File: src/rtl/mem_port_arbiter_if.sv
// Pipeline-side and memory-side signals of the shared memory port.
// The arbiter connects through the master view; the pipeline and RAM through the slave view.
interface mem_port_arbiter_if #(
  parameter int ADDR_W = 32,
  parameter int DATA_W = 32
);
  logic              if_req;
  logic [ADDR_W-1:0] if_addr;
  logic [DATA_W-1:0] if_rdata;
  logic              mem_read;
  logic              mem_write;
  logic [ADDR_W-1:0] mem_addr;
  logic [DATA_W-1:0] mem_wdata;
  logic [DATA_W-1:0] mem_rdata;
  logic              stall;
  logic              ram_req;
  logic              ram_we;
  logic [ADDR_W-1:0] ram_addr;
  logic [DATA_W-1:0] ram_wdata;
  logic [DATA_W-1:0] ram_rdata;
  logic              ram_ack;
  logic              bus_err;

  modport master (
    input  if_req, if_addr, mem_read, mem_write, mem_addr, mem_wdata,
    input  ram_rdata, ram_ack,
    output if_rdata, mem_rdata, stall,
    output ram_req, ram_we, ram_addr, ram_wdata, bus_err
  );

  modport slave (
    output if_req, if_addr, mem_read, mem_write, mem_addr, mem_wdata,
    output ram_rdata, ram_ack,
    input  if_rdata, mem_rdata, stall,
    input  ram_req, ram_we, ram_addr, ram_wdata, bus_err
  );
endinterface

File: src/rtl/mem_port_arbiter.sv
// Shares one variable-latency single-port memory between instruction fetch and
// load/store; data accesses go first and the pipeline stalls until the step completes.
module mem_port_arbiter #(
  parameter int ADDR_W   = 32,
  parameter int DATA_W   = 32,
  parameter int MAX_WAIT = 255
) (
  input logic                clock,
  input logic                reset,
  mem_port_arbiter_if.master bus
);

  localparam int WAIT_W = (MAX_WAIT < 2) ? 1 : $clog2(MAX_WAIT + 1);

  typedef enum logic [1:0] {
    IDLE,
    DATA,
    INSTR
  } state_t;

  state_t              state;
  logic                d_served;
  logic                i_served;
  logic                d_pend;
  logic                i_pend;
  logic                stall;
  logic [WAIT_W-1:0]   wait_cnt;
  logic                timeout;

  logic                ram_req;
  logic                ram_we;
  logic [ADDR_W-1:0]   ram_addr;
  logic [DATA_W-1:0]   ram_wdata;
  logic [DATA_W-1:0]   if_rdata;
  logic [DATA_W-1:0]   mem_rdata;
  logic                bus_err;

  assign d_pend  = (bus.mem_read | bus.mem_write) & ~d_served;
  assign i_pend  = bus.if_req & ~i_served;
  assign stall   = d_pend | i_pend;
  assign timeout = (wait_cnt == WAIT_W'(MAX_WAIT));

  assign bus.stall     = stall;
  assign bus.ram_req   = ram_req;
  assign bus.ram_we    = ram_we;
  assign bus.ram_addr  = ram_addr;
  assign bus.ram_wdata = ram_wdata;
  assign bus.if_rdata  = if_rdata;
  assign bus.mem_rdata = mem_rdata;
  assign bus.bus_err   = bus_err;

  always_ff @(posedge clock) begin
    if (!reset) begin
      state     <= IDLE;
      ram_req   <= 1'b0;
      ram_we    <= 1'b0;
      ram_addr  <= '0;
      ram_wdata <= '0;
      if_rdata  <= '0;
      mem_rdata <= '0;
      d_served  <= 1'b0;
      i_served  <= 1'b0;
      wait_cnt  <= '0;
      bus_err   <= 1'b0;
    end else begin
      case (state)
        IDLE: begin
          wait_cnt <= '0;
          if (d_pend) begin
            state     <= DATA;
            ram_req   <= 1'b1;
            ram_we    <= bus.mem_write;
            ram_addr  <= bus.mem_addr;
            ram_wdata <= bus.mem_wdata;
          end else if (i_pend) begin
            state    <= INSTR;
            ram_req  <= 1'b1;
            ram_we   <= 1'b0;
            ram_addr <= bus.if_addr;
          end else begin
            ram_req <= 1'b0;
          end
        end
        DATA, INSTR: begin
          if (bus.ram_ack) begin
            state   <= IDLE;
            ram_req <= 1'b0;
            ram_we  <= 1'b0;
            if (state == DATA) begin
              d_served <= 1'b1;
              if (!ram_we) mem_rdata <= bus.ram_rdata;
            end else begin
              i_served <= 1'b1;
              if_rdata <= bus.ram_rdata;
            end
          end else if (timeout) begin
            state   <= IDLE;
            ram_req <= 1'b0;
            ram_we  <= 1'b0;
            bus_err <= 1'b1;
            if (state == DATA) begin
              d_served  <= 1'b1;
              mem_rdata <= '1;
            end else begin
              i_served <= 1'b1;
              if_rdata <= '1;
            end
          end else begin
            wait_cnt <= wait_cnt + WAIT_W'(1);
          end
        end
        default: begin
          state   <= IDLE;
          ram_req <= 1'b0;
          ram_we  <= 1'b0;
        end
      endcase

      // Placed after the case so a step ending on this edge also discards a
      // served flag being set by a transfer whose request already dropped.
      if (!stall) begin
        d_served <= 1'b0;
        i_served <= 1'b0;
      end
    end
  end

endmodule

File: src/flat_wrapper.sv
// flat-port wrapper written by rule: the top's interface ports become plain ports
module mem_port_arbiter_flat 
#(
  parameter int ADDR_W   = 32,
  parameter int DATA_W   = 32,
  parameter int MAX_WAIT = 255
)
  (clock, reset, bus_if_req, bus_if_addr, bus_mem_read, bus_mem_write, bus_mem_addr, bus_mem_wdata, bus_ram_rdata, bus_ram_ack, bus_if_rdata, bus_mem_rdata, bus_stall, bus_ram_req, bus_ram_we, bus_ram_addr, bus_ram_wdata, bus_bus_err);
  mem_port_arbiter_if #(.ADDR_W(ADDR_W), .DATA_W(DATA_W)) bus_i ();
  input logic clock;
  input logic reset;
  input wire logic [$bits(bus_i.if_req)-1:0] bus_if_req;
  input wire logic [$bits(bus_i.if_addr)-1:0] bus_if_addr;
  input wire logic [$bits(bus_i.mem_read)-1:0] bus_mem_read;
  input wire logic [$bits(bus_i.mem_write)-1:0] bus_mem_write;
  input wire logic [$bits(bus_i.mem_addr)-1:0] bus_mem_addr;
  input wire logic [$bits(bus_i.mem_wdata)-1:0] bus_mem_wdata;
  input wire logic [$bits(bus_i.ram_rdata)-1:0] bus_ram_rdata;
  input wire logic [$bits(bus_i.ram_ack)-1:0] bus_ram_ack;
  output wire logic [$bits(bus_i.if_rdata)-1:0] bus_if_rdata;
  output wire logic [$bits(bus_i.mem_rdata)-1:0] bus_mem_rdata;
  output wire logic [$bits(bus_i.stall)-1:0] bus_stall;
  output wire logic [$bits(bus_i.ram_req)-1:0] bus_ram_req;
  output wire logic [$bits(bus_i.ram_we)-1:0] bus_ram_we;
  output wire logic [$bits(bus_i.ram_addr)-1:0] bus_ram_addr;
  output wire logic [$bits(bus_i.ram_wdata)-1:0] bus_ram_wdata;
  output wire logic [$bits(bus_i.bus_err)-1:0] bus_bus_err;
  assign bus_i.if_req = bus_if_req;
  assign bus_i.if_addr = bus_if_addr;
  assign bus_i.mem_read = bus_mem_read;
  assign bus_i.mem_write = bus_mem_write;
  assign bus_i.mem_addr = bus_mem_addr;
  assign bus_i.mem_wdata = bus_mem_wdata;
  assign bus_i.ram_rdata = bus_ram_rdata;
  assign bus_i.ram_ack = bus_ram_ack;
  assign bus_if_rdata = bus_i.if_rdata;
  assign bus_mem_rdata = bus_i.mem_rdata;
  assign bus_stall = bus_i.stall;
  assign bus_ram_req = bus_i.ram_req;
  assign bus_ram_we = bus_i.ram_we;
  assign bus_ram_addr = bus_i.ram_addr;
  assign bus_ram_wdata = bus_i.ram_wdata;
  assign bus_bus_err = bus_i.bus_err;
  mem_port_arbiter #(.ADDR_W(ADDR_W), .DATA_W(DATA_W), .MAX_WAIT(MAX_WAIT)) u_core (.clock(clock), .reset(reset), .bus(bus_i));
endmodule
File: config.mk
export PLATFORM = sky130hd
export DESIGN_NAME = mem_port_arbiter_flat
export DESIGN_NICKNAME = d
export VERILOG_FILES = /design/src/rtl/mem_port_arbiter_if.sv /design/src/rtl/mem_port_arbiter.sv /design/src/flat_wrapper.sv
export SDC_FILE = /design/constraint.sdc
export NUM_CORES = 1
export LEC_CHECK = 0
export ABC_CLOCK_PERIOD_IN_PS = 2500
export BUFFER_PORTS_ARGS = -buffer_cell sky130_fd_sc_hd__buf_2
export CORE_MARGIN = 4
export CORE_UTILIZATION = 46
export DETAILED_ROUTE_END_ITERATION = 8
export GPL_ROUTABILITY_DRIVEN = 0
export GPL_TIMING_DRIVEN = 1
export PLACE_DENSITY = 0.8
export SLEW_MARGIN = 10
export SYNTH_ARGS = -nofsm -noshare
export SYNTH_HDL_FRONTEND = slang
export SYNTH_SLANG_ARGS = --single-unit
File: constraint.sdc
create_clock -name clock -period 2.5 [get_ports clock]
set_clock_uncertainty 0.1 [all_clocks]
set_input_delay 0.5 -clock clock [delete_from_list [all_inputs] [get_ports clock]]
set_output_delay 0.5 -clock clock [all_outputs]
set_load 0.01 [all_outputs]
==> impl_results.md <==
* Vias at 5280
* Post-Syn Instances at 567
* Crit path kind: register to register
* DR iter-0 viols at 431
* Tcrit/Tclk final at 0.862
* Remaining antenna violation count at 0
* Yosys warning count at 0
* CTS Sinks at between 100 and 150
* Pint at 5.10 mW
* Die area at approximately 14000 sq um
* Initial antenna violation count at 0
* Post_cts resized at 0
* Reg2Reg Depth at 7
* Clock Tree Buf Depth at 2
* Reg2reg start: u_core.state[0]$_SDFFE_PN0P_
* Hold Crit Depth at 3
* XOR/XNOR Fraction of Synth Area at 0
* Compound-gate portion of the synthesized area at 0.253
* Sw Ratio at 0.322
* Root buffer cell: clkbuf_16
* Status: complete, no violations
* Post-CTS Hold Buffers at 0
* Seq cells post-synth at 143
* First-pass GRT wire length at about 25000 um
* Total leakage power at 3.56 nW
* Pin count of the biggest net entering global routing at 53
* CTS tree: built
* Final hold viol count at 0
* WL final at 15900 um
* Max Slew Vio Count at 0
* Reg2reg end: u_core.bus.mem_rdata[18]$_SDFFE_PN0P_
* DR vias/cell at 5.44
* CP endpoint kind: register
* Hold path start: bus_mem_wdata[9]
* Slew headroom at 0.642
* Worst-margin pin slew at ~0.52 ns
* DRT met1 WL at between 6000 and 7000 um
* Sequential Power Share at 0.394
* RSZ-0062 raised after global routing: false
* H-tree Lvls at 4
* Critical path peak fanout at 32
* FP Rows at 39
* Synth Net Count at 704
* NumNets Final at roughly 950
* Sequential element share of the synthesized area at 0.526
* Post-synth cell types at 41
* Core area at about 12000 sq um
* Die Span X at 117 um
* Share of layout cells above drive strength 1 at 0.463
* Area growth, synth to finish at 36.7%
* Post CTS Setup Buffer Count at 0
* Number of port buffers at 265
* Gr usage total at 0.229
* Most frequent cells in the layout: buf_2, dfxtp_1, nand2_1
* IO Pins at 266
* Area post-placement at 6850 sq um
* Final setup fails at 0
* Overflow after GRT at 0
* Fin Setup TNS at 0 ns
* Post-DP HPWL at 11500 um
* Die height at about 120 um
* Post-route DRC at 0
* R2r setup slk at 0.34 ns
* WL met3 at 1410 um
* Net Switching at 2.43 mW
* Number of global-route vias before repair at 5104
* WL per Instance at 16.4 um
* CP required at ~2.8 ns
* Max_cap viols at 0
* Synth Cell Area at 5440 sq um
* Hold path endpoint: u_core.bus.ram_wdata[9]$_SDFFE_PN0P_
* Achievable Freq at 464 MHz
* Starting Density at 0.472
* Final Instance Area at 7440 sq um
* Worst hold path type: input pin to register
* Clock share of power at 0.326
* CP arrival at 2.40 ns
* Period minus WS final at 2.16 ns
* Design Power at 7.53 mW
* Simple logic cell fraction of the synthesized area at 0.160
* Post-Synth Adder-Cell Area at 0.00690
* Highest Signal Layer: met5
* Most common cell after layout, fill and taps aside: buf_2
* CTS buffer count at 17
* Startpoint types: register
* Fillers at 925
* Met2 routed WL at 7590 um
* Logic gate share of total power at 0.279
* Largest family of logic cells by synthesized area: compound AO/OA/AOI/OAI gates
* Avg Cell Area, Syn at 9.59 sq um
* CTS clk-pin slew, worst paths at about 0.060 ns
* Clock Latency Late Sink at 0.42 ns
* Max VDD drop at 0.631 mV
* Power Density at 1010 nW/um^2
* Pre-Repair DR Iteration Count at 6
* Mux share of post-synthesis cell area at 0.00575
[kinds of logic (layout without fill, tap and decap cells)]
family / count (synthesis) / after routing
and+or+nand+nor: 209 / 209
AOI/OAI and AO/OA: 153 / 153
DFF: 143 / 143
buffers and inverters: 56 / 316
adders and majority gates: 3 / 3
muxes: 3 / 3
other: 0 / 1
[metrics by stage]
stage / utilization / hold slack (ns) / cells / setup slack, ns
after detailed placement: 0.595 / 0.345 / 938 / 0.388
after floorplan: - / 0.363 / 567 / 0.557
after CTS: 0.645 / 0.199 / 970 / 0.363
final: 0.646 / 0.213 / 971 / 0.345
after global routing: 0.645 / 0.203 / 970 / 0.211
after global placement: 0.595 / 0.340 / 938 / 0.488
[cell usage after synthesis (all sizes together)]
| cell type | count | area share |
|---|---|---|
| ha | 3 | 0.0069 |
| a31oi | 1 | 0.0012 |
| mux2 | 1 | 0.0021 |
| a21oi | 39 | 0.036 |
| a311oi | 32 | 0.052 |
| buf | 17 | 0.022 |
| o21ai | 3 | 0.0035 |
| o21bai | 1 | 0.0014 |
| nand2 | 142 | 0.098 |
| o31ai | 2 | 0.0053 |
| nand4 | 4 | 0.0058 |
| a32oi | 1 | 0.0016 |
| and2b | 1 | 0.0014 |
| nand4b | 1 | 0.0016 |
| o221a | 64 | 0.13 |
| inv | 6 | 0.0041 |
| clkbuf | 33 | 0.023 |
| and4 | 1 | 0.0021 |
| mux2i | 2 | 0.0037 |
| nor2 | 40 | 0.028 |
| o21a | 3 | 0.0041 |
| o21ba | 1 | 0.0018 |
| nor3 | 3 | 0.0028 |
| dfxtp | 143 | 0.53 |
| o211a | 3 | 0.0055 |
| or3 | 1 | 0.0012 |
| a2bb2oi | 1 | 0.0016 |
| nand2b | 4 | 0.0046 |
| a2111oi | 1 | 0.0016 |
| a41oi | 1 | 0.0051 |
| nor3b | 1 | 0.0035 |
| or4 | 1 | 0.0014 |
| nand3 | 9 | 0.0083 |
| or3b | 1 | 0.0016 |
[flip-flops by register name, indices dropped and copies added, names as in the netlist]
register and count:
u_core.bus.ram_we 1, u_core.bus.ram_addr 32, u_core.bus.ram_req 1, u_core.bus.if_rdata 32
u_core.i_served 1, u_core.wait_cnt 8, u_core.bus.bus_err 1, u_core.d_served 1
u_core.bus.mem_rdata 32, u_core.state 2, u_core.bus.ram_wdata 32
[metal layers]
layer	track usage	vias up
met1	0.269	2435
met4	0.105	2
met2	0.379	256
met3	0.0741	21
met5	0	-
li1	-	2566
[layout make-up]
cell class	count	area [sq um]	share of cell area
multi-input combinational	368	2330	0.313
antenna	1	2.50	0.000337
sequential	143	2860	0.385
timing repair buffer	278	1460	0.197
clock inverter	13	136	0.0183
tap	143	179	0.0241
clock buffer	19	443	0.0596
inverter	6	22.5	0.00303
[worst max-delay path by stage]
stage,depth (start not counted),slack [ns],endpoint,from
after global placement,7,0.49,u_core.bus.mem_rdata[28]$_SDFFE_PN0P_,u_core.state[0]$_SDFFE_PN0P_
after global routing,7,0.21,u_core.bus.mem_rdata[6]$_SDFFE_PN0P_,u_core.state[0]$_SDFFE_PN0P_
final,7,0.34,u_core.bus.mem_rdata[18]$_SDFFE_PN0P_,u_core.state[0]$_SDFFE_PN0P_
after floorplan,8,0.56,u_core.bus.mem_rdata[10]$_SDFFE_PN0P_,u_core.state[0]$_SDFFE_PN0P_
after detailed placement,7,0.39,u_core.bus.mem_rdata[18]$_SDFFE_PN0P_,u_core.state[0]$_SDFFE_PN0P_
after CTS,7,0.36,u_core.bus.mem_rdata[18]$_SDFFE_PN0P_,u_core.state[0]$_SDFFE_PN0P_
[critical path, cell delays in order, from the launching register on]
cell,delay (ns)
dfxtp_1,0.34
inv_1,0.06
ha_1,0.42
and2b_1,0.23
nand4_2,0.21
o31ai_4,0.27
buf_12,0.22
o221a_2,0.22
[power groups by stage]
stage / combinational, mW / clock [mW] / sequential [mW]
after global placement: 2.07 / 0 / 2.99
after detailed placement: 2.11 / 0 / 3.01
after CTS: 2.12 / 2.51 / 2.97
final: 2.10 / 2.46 / 2.97
after floorplan: 1.09 / 0 / 3.20
after global routing: 2.34 / 2.62 / 3.02
(Power assumes the default switching activity.)
